$ cat config.mk
export PLATFORM = sky130hd
export DESIGN_NAME = reset_req
export DESIGN_NICKNAME = d
export VERILOG_FILES = /design/src/rtl/reset_req_pkg.sv /design/src/rtl/reset_req_deb.sv /design/src/rtl/reset_req.sv
export SDC_FILE = /design/constraint.sdc
export NUM_CORES = 1
export LEC_CHECK = 0
export ABC_AREA = 1
export CORE_UTILIZATION = 43
export DETAILED_ROUTE_END_ITERATION = 16
export HOLD_SLACK_MARGIN = 0.03
export PLACE_DENSITY = 0.8
export SLEW_MARGIN = 20
export SYNTH_ARGS = -nofsm -noshare
export SYNTH_HDL_FRONTEND = slang
export SYNTH_SLANG_ARGS = --single-unit
export TNS_END_PERCENT = 20
$ cat constraint.sdc
create_clock -name i_clk -period 1.7 [get_ports i_clk]
set_clock_uncertainty 0.05 [all_clocks]
set_input_delay 0.255 -clock i_clk [delete_from_list [all_inputs] [get_ports i_clk]]
set_output_delay 0.255 -clock i_clk [all_outputs]
set_load 0.01 [all_outputs]
$ cat src/rtl/reset_req_pkg.sv
// Shared definitions for the reset request block: FSM encoding, write key and
// cause bit positions.
package reset_req_pkg;

    typedef enum logic [1:0] {
        StIdle,
        StHold,
        StWaitRel
    } state_e;

    localparam logic [7:0] ResetKey = 8'hA5;

    localparam int unsigned CauseBtn = 0;
    localparam int unsigned CauseWd  = 1;
    localparam int unsigned CauseSw  = 2;
    localparam int unsigned CausePor = 3;

    localparam logic [3:0] CausePowerUp = 4'b1000;

    function automatic logic key_match(input logic [31:0] data);
        return data[31:24] == ResetKey;
    endfunction

endpackage

$ cat src/rtl/reset_req_deb.sv
// Two-flop synchronizer followed by a debouncer: the output follows the
// synchronized button only after 2^DEB_W consecutive cycles at the new level.
module reset_req_deb #(
    parameter int unsigned DEB_W = 20
) (
    input  logic i_clk,
    input  logic i_rst,
    input  logic i_btn,
    output logic o_btn_db
);

    logic             r_sync1;
    logic             r_sync2;
    logic             r_btn_db;
    logic [DEB_W-1:0] r_cnt;

    always_ff @(posedge i_clk) begin
        if (i_rst) begin
            r_sync1  <= 1'b0;
            r_sync2  <= 1'b0;
            r_btn_db <= 1'b0;
            r_cnt    <= '0;
        end else begin
            r_sync1 <= i_btn;
            r_sync2 <= r_sync1;
            if (r_sync2 == r_btn_db) begin
                r_cnt <= '0;
            end else if (&r_cnt) begin
                // Counter saturating means 2^DEB_W mismatching cycles in a row.
                r_btn_db <= r_sync2;
                r_cnt    <= '0;
            end else begin
                r_cnt <= r_cnt + 1'b1;
            end
        end
    end

    assign o_btn_db = r_btn_db;

endmodule

$ cat src/rtl/reset_req.sv
// Reset request generator: merges button, watchdog and software requests into a
// fixed-length rst_req pulse and keeps sticky cause bits readable over IO.
module reset_req
    import reset_req_pkg::*;
#(
    parameter int unsigned DEB_W = 20,
    parameter int unsigned HOLD  = 16
) (
    input  logic        i_clk,
    input  logic        i_rst,
    input  logic        i_btn_in,
    input  logic        i_wd_trig,
    input  logic        i_stb,
    input  logic        i_we,
    input  logic [31:0] i_wdata,
    output logic [31:0] o_rdata,
    output logic        o_rst_req,
    output logic [3:0]  o_cause
);

    localparam int unsigned HoldW = (HOLD > 1) ? $clog2(HOLD) : 1;

    logic             w_btn_db;
    logic             w_wr;
    logic             w_sw_req;
    logic             w_clr;
    logic             w_trig;
    logic [3:0]       w_trig_bits;
    logic             w_unused_wdata;

    state_e           r_state;
    logic [HoldW-1:0] r_hold_cnt;
    logic             r_rst_req;
    // Not touched by i_rst so the cause survives the reset it requested.
    logic [3:0]       r_cause = CausePowerUp;

    reset_req_deb #(
        .DEB_W (DEB_W)
    ) u_deb (
        .i_clk    (i_clk),
        .i_rst    (i_rst),
        .i_btn    (i_btn_in),
        .o_btn_db (w_btn_db)
    );

    assign w_wr     = i_stb & i_we;
    assign w_sw_req = w_wr & key_match(i_wdata) & i_wdata[0];
    assign w_clr    = w_wr & key_match(i_wdata) & i_wdata[8];
    assign w_unused_wdata = ^{i_wdata[23:9], i_wdata[7:1]};

    always_comb begin
        w_trig_bits           = '0;
        w_trig_bits[CauseBtn] = w_btn_db;
        w_trig_bits[CauseWd]  = i_wd_trig;
        w_trig_bits[CauseSw]  = w_sw_req;
        w_trig                = |w_trig_bits;
    end

    // Clear first, then set, so a combined clear+request leaves only the new cause.
    always_ff @(posedge i_clk) begin
        r_cause <= (w_clr ? 4'b0000 : r_cause) | w_trig_bits;
    end

    always_ff @(posedge i_clk) begin
        if (i_rst) begin
            r_state    <= StIdle;
            r_hold_cnt <= '0;
            r_rst_req  <= 1'b0;
        end else begin
            unique case (r_state)
                StIdle: begin
                    if (w_trig) begin
                        r_state    <= StHold;
                        r_hold_cnt <= HoldW'(HOLD - 1);
                        r_rst_req  <= 1'b1;
                    end
                end
                StHold: begin
                    if (r_hold_cnt == '0) begin
                        r_state   <= StWaitRel;
                        r_rst_req <= 1'b0;
                    end else begin
                        r_hold_cnt <= r_hold_cnt - 1'b1;
                    end
                end
                StWaitRel: begin
                    if (!w_btn_db) begin
                        r_state <= StIdle;
                    end
                end
                default: begin
                    r_state   <= StIdle;
                    r_rst_req <= 1'b0;
                end
            endcase
        end
    end

    assign o_rst_req = r_rst_req;
    assign o_cause   = r_cause;
    assign o_rdata   = {28'b0, r_cause};

endmodule

==> impl_metrics.toml, run 1 <==
[run_status]
status = "finished, final reports clean"

[layout]
fin_area_mm2 = 0.00220
antenna_cells = 0
drive_gt1_share_pct = 11.1
mostFrequentLayoutCells = "nand2_1, nor2_1, inv_1, dfxtp_1, conb_1"
layout.nets = 336
areaGrowthSynthToFinish_pct = 19.0
layout_commonest_cell = "nand2_1"
filler_cell_count = 379

[min_path]
hp-class = "flip-flop to flip-flop"

[cts]
cts_tree = "yes"
insertion_delay_ns = 0.29
cts.sinks = 33
clkTransAtPathRegs_ns = 0.07
cts_buffers = 5
htreeDepth = 2
cts.path.max_buffers = 2
root_buffer = "clkbuf_8"

[synth]
yosysWarnings = 0
syn_area_per_cell_um2 = 6.92
synth_cell_type_count = 27
synth_cells = 267
ys_ff_latch = 33
seq_area_frac_synth_pct = 35.7
synth_area_mm2 = 0.00185

[floorplanning]
start_util_pct = 45.5
pin_count = 75
core_region_area_mm2 = 0.00406
die_h_um = 67.6
dieArea_mm2 = 0.00456
row_count = 23
fp.dieW_um = 67.6

[drt]
via_count = 1546
dr.first_iter.drc_count = 54
vias_per_cell = 4.46
antenna_left = 0
drt_wl_total_um = 3230
wl_per_cell_um = 9.30
dr.pass1.iters = 4
drc = 0

[critical_path]
end_kind = "flip-flop"
start_kind = "flip-flop"
crit_type = "flip-flop to flip-flop"
cp_max_fo = 10
crit_arrival_ns = 1.70
critPathRequiredTime_ns = 1.84

[sta]
rsz0062_at_grt = "false"
fmax_mhz = 643
finalCritPeriodShare_pct = 91.4
finalSetupViolCount = 0
fin_crit_ns = 1.55
hold_viol = 0
final_max_slew_viol_count = 0
finalSetupTns_ns = 0

[global_route]
grt_busiest_layer = "met2"
grt_use_met1_pct = 16.7
grt_util_met2_pct = 28.3
grt_use_met3_pct = 5.07
track_usage_pct = 15.6
grt_overflow = 0
grt_max_degree = 21
first_global_vias = 1375
antenna_found_initial = 0
grt_pass1_wl_um = 5420

[place]
placed_area_mm2 = 0.00202
globalplace.congestion = 0.772
dp_hpwl_um = 2420
port_buffers = 22

[pwr]
vdd_ir_drop_max_uv = 733
powerDensity_mw_per_mm2 = 809
p_leak_nw = 0.890

[job]
drv_cap = 0
## layout make-up
cell class / instances / area [um^2] / share of cell area, %
well taps: 50 / 62.6 / 2.84
multi-input cells: 195 / 937 / 42.6
flip-flops and latches: 33 / 662 / 30.1
inverters: 32 / 120 / 5.46
clock inverters: 3 / 46.3 / 2.10
clock buffers: 5 / 68.8 / 3.13
repair buffers: 29 / 303 / 13.8
## cell families after synthesis
kind of cell	share of synthesized area, %
AO/OA/AOI/OAI	5.89
XOR/XNOR	2.84
adder cells (fa/ha/maj)	1.35
buffers and inverters	20.9
flip-flops	35.7
other	0.203
AND/OR/NAND/NOR	33.0
## synth_stat cells (all sizes together)
library cell / n / area, um^2
a21o: 1 / 7.51
a21oi: 14 / 73.8
a31oi: 2 / 12.5
buf: 35 / 263
clkbuf: 1 / 3.75
conb: 1 / 3.75
dfxtp: 33 / 661
ha: 2 / 25.0
inv: 32 / 120
nand2: 57 / 224
nand3: 13 / 70.1
nand4: 7 / 43.8
nor2: 46 / 190
nor3: 9 / 50.1
nor3b: 1 / 7.51
o21ai: 3 / 15.0
or2: 4 / 25.0
xnor2: 1 / 8.76
xor2: 5 / 43.8
## worst max-delay path, stage by stage (launching register included)
cell	delay [ns]
dfxtp_2	0.35
ha_1	0.17
nand2_1	0.09
nor2_2	0.13
nand2_1	0.11
nor2_2	0.15
nand2_1	0.10
nand3_4	0.10
clkbuf_16	0.17
nor3_1	0.04
## worst paths after layout
path / slack, ns / start / depth (start not counted) / end
hold / removal: 0.36 / u_deb.r_sync1 / 2 / u_deb.r_sync2
setup / recovery: 0.15 / u_deb.r_cnt[1] / 9 / u_deb.r_cnt[2]
hold reg to reg: 0.36 / u_deb.r_sync1 / 2 / u_deb.r_sync2
setup reg to reg: 0.15 / u_deb.r_cnt[1] / 9 / u_deb.r_cnt[2]
## state kept, by name (all words and copies together), names as in the netlist
name and cells:
o_cause 3, r_state 2, u_deb.o_btn_db 1, u_deb.r_cnt 20, r_hold_cnt 4, u_deb.r_sync1 1, o_rst_req 1, u_deb.r_sync2 1
## metrics by stage
stage | total power (W) | hold slack (ns) | setup slack, ns | util, % | instances
2_1_floorplan | 0.00102 | 0.274 | 0.213 | - | 296
3_3_place_gp | 0.00104 | 0.345 | 0.0408 | 49.9 | 337
3_5_place_dp | 0.00104 | 0.348 | 0.0351 | 49.9 | 337
4_1_cts | 0.00179 | 0.364 | 0.0618 | 52.7 | 345
5_1_grt | 0.00187 | 0.389 | 0.0195 | 54.2 | 347
6_report | 0.00178 | 0.359 | 0.146 | 54.2 | 347
## routing by layer
layer / routed length (um) / part of all wire, %
met1: 1420 / 44
met2: 1590 / 49
met3: 165 / 5.1
met4: 51 / 1.6
met5: 0 / 0
## where the power goes
part	leakage [nW]	total, W	switching, W	internal [W]
clock	0.0543	0.000743	0.000304	0.000438
combinational	0.567	0.000218	0.000125	0.0000924
sequential	0.269	0.000819	0.0000175	0.000802
## repair_timing
action                     4_1_cts  5_1_grt
hold buffers                     0        0
gates resized for setup          0        8
setup buffers                    0        1
setup endpoints to repair        0       21
Power figures use the tool's default switching activity.
==> run 2, diff against run 1 <==
Settings changed: CORE_MARGIN set to 3, CORE_UTILIZATION 43 to 35, PLACE_DENSITY 0.8 to 0.67.
==> run 2 against run 1 <==
Compared with the run above:
- worst hold slack better by 0.0026 ns
- cell count grew 4.9%
- routed wire length rose by 6.5%
- non-clock buffer count stayed put
- cell area decreased by 1.4%
- power fell by 5.3%
- sequential power about the same
- first-iteration DRC count increased by 22%
- utilization shrank 10 points
==> impl_metrics.toml, run 2 (same netlist as run 1, synthesis figures left out) <==
[run_status]
status = "finished, final reports clean"

[place]
dp_hpwl_um = 2680
dp_slack_ns = 0.0459
globalplace.congestion = 0.798
port_buffers = 22
placed_area_mm2 = 0.00204

[cts]
htreeDepth = 2
cts_tree = "yes"
insertion_delay_ns = 0.29
cts.path.max_buffers = 2
cts.sinks = 33
root_buffer = "clkbuf_8"
cts_buffers = 5
ctsHoldBuffers = 0
cts_resized = 0
clkTransAtPathRegs_ns = 0.07
post_cts_buffers = 0

[drt]
drc = 0
dr.first_iter.drc_count = 66
vias_per_cell = 4.25
via_count = 1547
wl_per_cell_um = 9.44
antenna_left = 0
drt_wl_total_um = 3440
dr.pass1.iters = 4

[sta]
fin_crit_ns = 1.53
finalCritPeriodShare_pct = 89.9
finalSetupTns_ns = 0
fin_ws_ns = 0.171
finalSetupViolCount = 0
fmax_mhz = 654
rsz0062_at_grt = "false"
hold_viol = 0
final_max_slew_viol_count = 0

[critical_path]
cp_max_fo = 5
critPathRequiredTime_ns = 1.88
path_buf_inv = 1
cp_slowest_stage_delay_ns = 0.33
start_kind = "flip-flop"
crit_type = "flip-flop to flip-flop"
end_kind = "flip-flop"
slowest_stage = "dfxtp_1"
critPathTopFamily = "simple AND/OR/NAND/NOR gates"
crit_arrival_ns = 1.71
path_cells = "inv_1, ha_1, nand3_1, nor2_1, nor2_1, nand2_1, nand2_1, nand2_1, nor2_1"

[min_path]
hp-class = "flip-flop to flip-flop"

[pwr]
powerDensity_mw_per_mm2 = 777
power_w = 0.00169
vdd_ir_drop_max_uv = 461
p_leak_nw = 0.875

[global_route]
grt_max_degree = 13
track_usage_pct = 11.7
grt_pass1_wl_um = 5820
antenna_found_initial = 0
grt_overflow = 0
first_global_vias = 1378

[floorplanning]
dieArea_mm2 = 0.00619
core_region_area_mm2 = 0.00491
pin_count = 75
row_count = 25
die_h_um = 78.7
fp.dieW_um = 78.7
start_util_pct = 37.6

[layout]
mostFrequentLayoutCells = "nand2_1, nor2_1, inv_1, dfxtp_1, conb_1"
regMostFlops = "u_deb.r_cnt"
largest_register_ffs = 20
areaGrowthSynthToFinish_pct = 17.4
utilization_pct = 44.2
layout_commonest_cell = "nand2_1"
drive_gt1_share_pct = 10.4
antenna_cells = 0
layout.nets = 336
fin_area_mm2 = 0.00217

[job]
drv_cap = 0
run 2: worst register-to-register path: stages (launching register included):
cell     delay (ns)
dfxtp_1        0.33
inv_1          0.08
ha_1           0.22
nand3_1        0.18
nor2_1         0.09
nor2_1         0.17
nand2_1        0.16
nand2_1        0.09
nand2_1        0.04
nor2_1         0.07
run 2: per-layer routing:
layer | up-vias | track usage (%) | share of wire [%]
met2 | 42 | 18.0 | 44
li1 | 827 | - | -
met4 | 0 | 4.20 | 1.4
met3 | 6 | 4.36 | 7.0
met1 | 672 | 14.7 | 47
met5 | - | 0 | 0
run 2: where the power goes:
group          total [W]  switching (W)  internal, W
Clock           0.000652       0.000287     0.000366
Sequential      0.000819      0.0000173     0.000802
Combinational   0.000214       0.000125    0.0000892
Total            0.00169       0.000429      0.00126
run 2: worst paths after layout:
kind                                     from             to  slack [ns]  cells past startpoint
worst max-delay path            r_hold_cnt[0]  r_hold_cnt[1]        0.17                      9
worst max register to register  r_hold_cnt[0]  r_hold_cnt[1]        0.17                      9
worst min register to register  u_deb.r_sync1  u_deb.r_sync2        0.36                      2
worst min-delay path            u_deb.r_sync1  u_deb.r_sync2        0.36                      2
run 2: final cells by class:
cell class | count | area [um^2]
Sequential cell | 33 | 662
Multi-Input combinational cell | 195 | 922
Timing Repair Buffer | 29 | 280
Clock buffer | 7 | 96.3
Clock inverter | 1 | 5.00
Tap cell | 67 | 83.8
Inverter | 32 | 120
Fill cell | 514 | 2740
run 2: through the flow:
step	hold WS, ns	instances
floorplan	0.274	296
detailed placement	0.348	355
CTS	0.359	363
finish	0.362	364
global placement	0.341	355
global route	0.372	364
==> run 3, diff against run 2 <==
Settings changed: CORE_ASPECT_RATIO set to 1.1, GPL_ROUTABILITY_DRIVEN set to 0.
==> run 3 against run 2 <==
Compared with the run above:
- power is 3.3% higher
- first-iteration DRC count is 6.1% higher
- cell count is 3.3% lower
- worst setup slack worse by 0.0012 ns
- global-route usage is 0.081 points higher
- via count is 0.84% lower
- combinational power hardly changed
- fmax hardly changed
- routed wire length is 5.9% lower
- sequential power hardly changed
- register-to-register slack hardly changed
- largest cell class unchanged
- largest power group unchanged
==> impl_metrics.toml, run 3 (same netlist as run 1, synthesis figures left out) <==
[run_status]
status = "finished, final reports clean"

[critical_path]
r2r-start = "u_deb.r_cnt[1]"
crit_start = "u_deb.r_cnt[1]"
regToRegSetupSlack_ns = 0.17
critPathTopFamily = "simple AND/OR/NAND/NOR gates"
slowest_stage = "dfxtp_2"
start_kind = "flip-flop"
critPathRequiredTime_ns = 1.83
r2r_end = "u_deb.r_cnt[9]"
path_buf_inv = 1
end_kind = "flip-flop"
reg2regPathDepth = 9
crit_top_cell = "nand2_1"
crit_arrival_ns = 1.66
path_cells = "ha_1, nand2_1, nor2_2, nand2_1, nor2_2, nand2_1, nand3_1, buf_12, nor3_1"
cp_slowest_stage_delay_ns = 0.35
crit_type = "flip-flop to flip-flop"
cp_max_fo = 20

[global_route]
first_global_vias = 1388
track_usage_pct = 11.7
antenna_found_initial = 0
grt_pass1_wl_um = 5590
grt_max_degree = 21
grt_overflow = 0

[layout]
areaGrowthSynthToFinish_pct = 16.2
utilization_pct = 42.4
mostFrequentLayoutCells = "nand2_1, nor2_1, inv_1, dfxtp_1, conb_1"
layout.nets = 334
drive_gt1_share_pct = 9.52
layout_commonest_cell = "nand2_1"
antenna_cells = 0
regMostFlops = "u_deb.r_cnt"
largest_register_ffs = 20

[drt]
dr.first_iter.drc_count = 70
drt_wl_total_um = 3240
vias_per_cell = 4.36
drc = 0
via_count = 1534
wl_per_cell_um = 9.19
antenna_left = 0
dr.pass1.iters = 4

[cts]
insertion_delay_ns = 0.29
cts.sinks = 33
cts_tree = "yes"
cts.path.max_buffers = 2
clkTransAtPathRegs_ns = 0.07
cts_buffers = 5
post_cts_buffers = 0
root_buffer = "clkbuf_8"
htreeDepth = 2

[floorplanning]
dieArea_mm2 = 0.00619
fp.dieW_um = 75.3
start_util_pct = 36.5
row_count = 27
pin_count = 75
core_region_area_mm2 = 0.00507
die_h_um = 82.2

[sta]
hold_viol = 0
finalCritPeriodShare_pct = 90.0
fin_crit_ns = 1.53
final_max_slew_viol_count = 0
finalSetupTns_ns = 0
rsz0062_at_grt = "false"
fmax_mhz = 653
finalSetupViolCount = 0

[min_path]
min-delay-start = "u_deb.r_sync1"
min_path_cells = 2
worstHoldEndpoint = "u_deb.r_sync2"
hp-class = "flip-flop to flip-flop"

[job]
drv_cap = 0

[pwr]
powerDensity_mw_per_mm2 = 811
vdd_ir_drop_max_uv = 531
p_leak_nw = 0.869

[place]
port_buffers = 22
dp_hpwl_um = 2520
-- run 3: cell count changes in the layout (fill, tap and decap cells not counted) --
cell / previous run / this run
buf_12: 0 / 1
clkbuf_8: 7 / 5
bufinv_16: 0 / 1
buf_4: 5 / 4
buf_6: 2 / 0
nand3_1: 11 / 12
nand3_2: 2 / 1
nor2_2: 4 / 5
nor2_1: 40 / 39
-- run 3: where the power goes --
group	switching, W	total [W]	leakage (nW)	internal [W]
clock	0.000285	0.000711	0.0540	0.000426
sequential	0.0000170	0.000819	0.269	0.000802
combinational	0.000123	0.000212	0.546	0.0000894
total	0.000425	0.00174	0.869	0.00132
-- run 3: repair_timing --
action                                  4_1_cts  5_1_grt
hold buffers                                  0        0
resized for setup                             0        5
endpoints found under the setup margin        0       21
endpoints found under the hold margin         0        0
-- run 3: area by class of cell --
cell class	count	area, um^2
multi-input cells	195	920
clock inverters	2	35.0
fillers	546	2920
clock buffers	5	68.8
inverters	32	120
well taps	58	72.6
flip-flops and latches	33	662
repair buffers	27	270
-- run 3: how the worst max path moves through the flow --
stage	endpoint	slack, ns	cells past startpoint
6_report	u_deb.r_cnt[9]	0.17	9
5_1_grt	u_deb.r_cnt[9]	0.006	9
4_1_cts	u_deb.r_cnt[9]	0.04	9
3_5_place_dp	r_hold_cnt[1]	0.03	9
3_3_place_gp	r_hold_cnt[1]	0.03	9
2_1_floorplan	u_deb.r_cnt[9]	0.21	9
-- run 3: worst reg2reg max path, stage by stage (launching register included) --
cell     delay (ns)
dfxtp_2        0.35
ha_1           0.17
nand2_1        0.09
nor2_2         0.12
nand2_1        0.10
nor2_2         0.12
nand2_1        0.07
nand3_1        0.11
buf_12         0.17
nor3_1         0.06
-- run 3: metal layers --
metal | GRT usage [%] | part of all wire [%]
met1 | 13.2 | 44
met2 | 20.0 | 48
met3 | 4.00 | 6.3
met4 | 4.72 | 1.7
met5 | 0 | 0
-- run 3: through the flow --
stage          total power [W]  setup slack [ns]  cells  hold slack (ns)  area, um^2
5_1_grt                0.00183           0.00639    352            0.387        2150
6_report               0.00174             0.170    352            0.361        2150
4_1_cts                0.00176            0.0365    352            0.359        2140
3_5_place_dp           0.00105            0.0255    345            0.347        2030
3_3_place_gp           0.00104            0.0278    345            0.341        2030
2_1_floorplan          0.00102             0.213    296            0.274        1960
